==> src/rtl/ram_loader.sv <==
// Purpose : loads a program RAM from a framed byte stream (A5, N, N x {hi,lo}, checksum) while stalling the CPU.
// Latency : mem_we fires one cycle after the lo-byte handshake; done/error pulse one cycle after the checksum byte.
// Backpressure: rx_ready drops only during the single WRITE cycle of each word; a byte is taken when rx_valid && rx_ready.
//
// Ports:
//   clk, reset          - rising-edge clock, asynchronous active-high reset
//   rx_data/rx_valid    - byte stream from the serial receiver
//   rx_ready            - loader accepts a byte this cycle
//   mem_addr/mem_din    - RAM address / write data, held between writes
//   mem_we              - one-cycle RAM write strobe
//   cpu_hold            - high while a frame is being loaded
//   done / error        - one-cycle completion pulses (good checksum / abort)
module ram_loader #(
    parameter int ADDR_WIDTH = 8,
    parameter int DATA_WIDTH = 12,
    parameter int TIMEOUT    = 50000
) (
    input  logic                  clk,
    input  logic                  reset,
    input  logic [7:0]            rx_data,
    input  logic                  rx_valid,
    output logic                  rx_ready,
    output logic [ADDR_WIDTH-1:0] mem_addr,
    output logic [DATA_WIDTH-1:0] mem_din,
    output logic                  mem_we,
    output logic                  cpu_hold,
    output logic                  done,
    output logic                  error
);

    localparam int TW = $clog2(TIMEOUT + 1);
    localparam logic [TW-1:0] TMO_LAST = TW'(TIMEOUT - 1);

    typedef enum logic [2:0] {
        S_IDLE, S_COUNT, S_HI, S_LO, S_WRITE, S_CHECK
    } state_t;

    state_t                r_state;
    state_t                w_next;
    logic [ADDR_WIDTH-1:0] r_cnt;
    logic [ADDR_WIDTH-1:0] r_idx;
    logic [ADDR_WIDTH-1:0] r_addr;
    logic [DATA_WIDTH-1:0] r_din;
    logic [DATA_WIDTH-9:0] r_hi;
    logic [7:0]            r_csum;
    logic [TW-1:0]         r_tmo;
    logic                  r_done;
    logic                  r_err;

    logic                  w_acc;
    logic                  w_tmo;
    logic                  w_last;
    logic                  w_done_nxt;
    logic                  w_err_nxt;
    logic [DATA_WIDTH-1:0] w_word;

    assign rx_ready = (r_state != S_WRITE);
    assign mem_we   = (r_state == S_WRITE);
    assign cpu_hold = (r_state != S_IDLE);
    assign mem_addr = r_addr;
    assign mem_din  = r_din;
    assign done     = r_done;
    assign error    = r_err;

    assign w_acc  = rx_valid && rx_ready;
    assign w_word = {r_hi, rx_data};
    // A latched count of 0 makes cnt-1 all ones, so every address is written once.
    assign w_last = (r_idx == (r_cnt - ADDR_WIDTH'(1)));
    // An accepted byte on the final cycle wins over the timeout.
    assign w_tmo  = (r_state != S_IDLE) && (r_state != S_WRITE)
                    && !w_acc && (r_tmo == TMO_LAST);

    always_ff @(posedge clk or posedge reset) begin
        if (reset) begin
            r_state <= S_IDLE;
        end else begin
            r_state <= w_next;
        end
    end

    always_comb begin
        w_next     = r_state;
        w_done_nxt = 1'b0;
        w_err_nxt  = 1'b0;
        case (r_state)
            S_IDLE:  if (w_acc && rx_data == 8'hA5) w_next = S_COUNT;
            S_COUNT: if (w_acc) w_next = S_HI;
            S_HI:    if (w_acc) w_next = S_LO;
            S_LO:    if (w_acc) w_next = S_WRITE;
            S_WRITE: w_next = w_last ? S_CHECK : S_HI;
            S_CHECK: begin
                if (w_acc) begin
                    w_next = S_IDLE;
                    if (rx_data == r_csum) w_done_nxt = 1'b1;
                    else                   w_err_nxt  = 1'b1;
                end
            end
            default: w_next = S_IDLE;
        endcase
        if (w_tmo) begin
            w_next    = S_IDLE;
            w_err_nxt = 1'b1;
        end
    end

    always_ff @(posedge clk or posedge reset) begin
        if (reset) begin
            r_cnt  <= '0;
            r_idx  <= '0;
            r_addr <= '0;
            r_din  <= '0;
            r_hi   <= '0;
            r_csum <= '0;
            r_tmo  <= '0;
            r_done <= 1'b0;
            r_err  <= 1'b0;
        end else begin
            r_done <= w_done_nxt;
            r_err  <= w_err_nxt;

            // Counter freezes across WRITE; that cycle is the loader's own stall.
            if (r_state == S_IDLE || w_acc || w_tmo) begin
                r_tmo <= '0;
            end else if (r_state != S_WRITE) begin
                r_tmo <= r_tmo + TW'(1);
            end

            if (w_acc) begin
                case (r_state)
                    S_COUNT: begin
                        r_cnt  <= ADDR_WIDTH'(rx_data);
                        r_idx  <= '0;
                        r_csum <= '0;
                    end
                    S_HI: begin
                        r_hi   <= rx_data[DATA_WIDTH-9:0];
                        r_csum <= r_csum + rx_data;
                    end
                    S_LO: begin
                        r_csum <= r_csum + rx_data;
                        r_addr <= r_idx;
                        r_din  <= w_word;
                    end
                    default: ;
                endcase
            end

            if (r_state == S_WRITE) begin
                r_idx <= r_idx + ADDR_WIDTH'(1);
            end
        end
    end

endmodule

==> config.mk <==
export PLATFORM = sky130hd
export DESIGN_NAME = ram_loader
export DESIGN_NICKNAME = d
export VERILOG_FILES = /design/src/rtl/ram_loader.sv
export SDC_FILE = /design/constraint.sdc
export NUM_CORES = 1
export LEC_CHECK = 0
export BUFFER_PORTS_ARGS = -buffer_cell sky130_fd_sc_hd__clkbuf_2
export CAP_MARGIN = 10
export CORE_ASPECT_RATIO = 0.75
export CORE_MARGIN = 8
export CORE_UTILIZATION = 55
export CTS_CLUSTER_SIZE = 20
export DETAILED_ROUTE_END_ITERATION = 7
export PLACE_DENSITY = 0.75
export SYNTH_ARGS = -nofsm -noshare
export SYNTH_HDL_FRONTEND = slang
export SYNTH_SLANG_ARGS = --single-unit
==> constraint.sdc <==
create_clock -name clk -period 5.6 [get_ports clk]
set_clock_uncertainty 0.15 [all_clocks]
set_input_delay 1.12 -clock clk [delete_from_list [all_inputs] [get_ports clk]]
set_output_delay 1.12 -clock clk [all_outputs]
set_load 0.01 [all_outputs]
==> impl_metrics.csv <==
group,metric,value,unit
outcome,status,"complete, no violations",
yosys,syn_area,3458,um^2
global_route,grt_antenna_before_repair,0,
placement,port_buffers,35,
timing,fin_crit,3.188,ns
pwr,power.switching,0.7684,mW
setup_path,worstPathMaxFanout,14,
yosys,yosysSeqAreaShare,49.93,%
floorplan,io_pins,36,
pwr,powerDensity,523.3,nW/um^2
placement,dp_slack,2.481,ns
global_route,grt_pass1_wl,12410,um
drt,drc_errors,0,
timing,hold_viol,0,
global_route,grt_use_total,17.06,%
yosys,synth_edf_count,0,
clocking,post_cts_buffers,0,
setup_path,worstPathRequired,4.33,ns
pwr,power_frac_clock,22.6,%
clocking,cts-root-buf,"clkbuf_8",
drt,firstDrtPassIters,5,
pwr,ir_drop,0.0002127,V
yosys,ys_seq_elements,69,
placement,place_area,3711,um^2
floorplan,die_area,9108,um^2
layout,multiInputGateArea,1644,um^2
drt,drtAntennaViolNets,0,
timing,grt_setup_unrepaired,"false",
floorplan,core_area,6193,um^2
clocking,hold_buffers,0,
layout,n_fill_cell,519,
drt,avgViaCountPerCell,5.570,
yosys,syn-num-nets,355,
pwr,sequentialPowerShare,40.5,%
hold_path,hold-path-cell-count,2,
setup_path,worstSetupStartpointType,"flop",
clocking,cts.sinks,69,
layout,stdcell_area,3939,um^2
timing,max_freq,313.6,MHz
clocking,cts_tree,"yes",
yosys,yosys_warnings,0,
yosys,synthCells,333,
timing,finalCritPeriodShare,56.93,%
drt,drt-initial-drc-count,126,
timing,finalSetupViolations,0,
clocking,cts_repair_resize_count,0,
clocking,path_clk_slew,0.08,ns
layout,area.sequential,1727,um^2
pwr,p_int,1.293,mW
placement,post-dp-hpwl,5042,um
timing,fin_setup_tns,0,ns
layout,drive_gt1_share,22.55,%
timing,slew_headroom,33.94,%
timing,setup_slack,2.412,ns
layout,fin_nets,394,
pwr,swShare,37.28,%
hold_path,min-delay-path-class,"flop to flop",
timing,worst_pin_slew,0.9755,ns
yosys,avgSynthCellArea,10.39,um^2
timing,slew_viol_final,0,
job,drv_cap,0,
pwr,finalPower,2.061,mW
layout,final_core_util,63.60,%
yosys,synthTopCellsByArea,"dfrtp_1 (50%), mux2_2 (7.8%), nand2_1 (4.9%), xnor2_1 (4.6%), xor2_1 (4.1%)",
drt,wl_per_cell,15.90,um
yosys,netlist.area_leader.share,49.93,%
drt,vias,2551,
setup_path,critPathKind,"flop to primary output",
setup_path,ff2ff_path_depth,8,
clocking,numCtsBuffers,9,
floorplan,initial_utilization,55.84,%
global_route,grt_max_degree,70,
clocking,clk-insertion-delay-late,0.35,ns
layout,insertedDiodeCount,0,
yosys,ys.flop_type,"dfrtp_1",
yosys,ys_types,50,
pwr,p_leak,1.849,nW
floorplan,die_h,84.67,um
setup_path,cp-end-kind,"primary output",
clocking,h-tree-depth,3,
yosys,yosysTopAreaCell,"dfrtp_1",
global_route,gr-total-overflow,0,
yosys,synthTopCellsByCount,"dfrtp_1 (69), nand2_1 (45), nor2_1 (26)",
clocking,clockBufferDepth,2,
floorplan,std_cell_rows,25,
global_route,grt_pass1_vias,2498,
yosys,synthArstFlopShare,100.0,%
layout,area_delta_synth_final,13.89,%
placement,gp_congestion,0.8241,
floorplan,die_x,107.6,um
drt,wirelength,7282,um
setup_path,worst-endpoint-arrival,1.92,ns
pwr,p_comb_share,36.9,%
yosys,yosysMostFrequentCell,"dfrtp_1",
==> stage by stage <==
| step | hold WS, ns | instances |
|---|---|---|
| after global routing | 0.3542 | 458 |
| after CTS | 0.3481 | 458 |
| final | 0.3425 | 458 |
| after detailed placement | 0.3293 | 442 |
| after floorplan | 0.3038 | 333 |
| after global placement | 0.3191 | 442 |
==> worst paths after layout <==
path                            slack, ns  startpoint          to
worst max-delay path                 2.41  r_state[0]      mem_we
worst min-delay path                 0.34   r_csum[5]   r_csum[5]
worst max register to register       3.09    r_cnt[0]  r_state[1]
worst min register to register       0.34   r_csum[5]   r_csum[5]
max in group asynchronous            3.88       reset    r_cnt[4]
min in group asynchronous            0.84       reset    r_idx[3]
==> cell type report <==
type                            instances  area share (%)
Clock buffer                            9           3.145
Multi-Input combinational cell        243           41.74
Sequential cell                        69           43.84
Timing Repair Buffer                   38           5.019
Tap cell                               81           2.573
Clock inverter                          7           2.637
Inverter                               11           1.048
==> registers in the layout (all words and copies together), names as in the netlist, 3 cells and up <==
signal and flops:
r_state 3, mem_addr 8, r_cnt 8, r_csum 8, r_hi 4, r_idx 8, r_tmo 16, mem_din 12
==> power by group through the flow <==
| stage | clock (mW) | sequential (mW) | combinational (mW) |
|---|---|---|---|
| after global placement | 0 | 0.831 | 0.741 |
| after detailed placement | 0 | 0.843 | 0.765 |
| final | 0.466 | 0.834 | 0.761 |
| after floorplan | 0 | 0.815 | 0.567 |
| after global routing | 0.496 | 0.859 | 0.857 |
| after CTS | 0.474 | 0.834 | 0.769 |
==> layer usage <==
metal | wire length [um] | GRT usage [%] | vias up
li1 | - | - | 1235
met1 | 3532 | 24.09 | 1243
met2 | 3259 | 24.37 | 62
met3 | 393 | 4.744 | 11
met4 | 95 | 5.653 | 0
met5 | 0 | 0 | -
==> placed cells by master (no fill, tap or decap), types with 3 or more instances in the layout <==
master,count
buf_4,3
xor2_1,16
nor2_1,26
ha_1,10
nand3_1,15
mux2_2,24
nor3_1,11
dfrtp_1,69
nor4_1,5
xnor2_1,18
inv_1,9
nand2_1,45
a22o_1,3
clkbuf_2,35
and3_1,3
o21ai_0,21
clkbuf_8,9
a21oi_1,5
inv_6,4
nor2b_1,3
nand4_1,5
==> critical path: stages, from the launching register on <==
cell      delay, ns
dfrtp_1        0.50
or3b_2         0.63
inv_2          0.25
clkbuf_2       0.19
==> cell families after synthesis <==
| logic type | share of synthesized area, % |
|---|---|
| buffers and inverters | 2.533 |
| DFF | 49.93 |
| xor gates and xnor gates | 8.611 |
| muxes | 8.104 |
| and+or+nand+nor | 19.07 |
| AOI/OAI and AO/OA | 7.562 |
| adders and majority gates | 4.197 |
(Power assumes the default switching activity.)
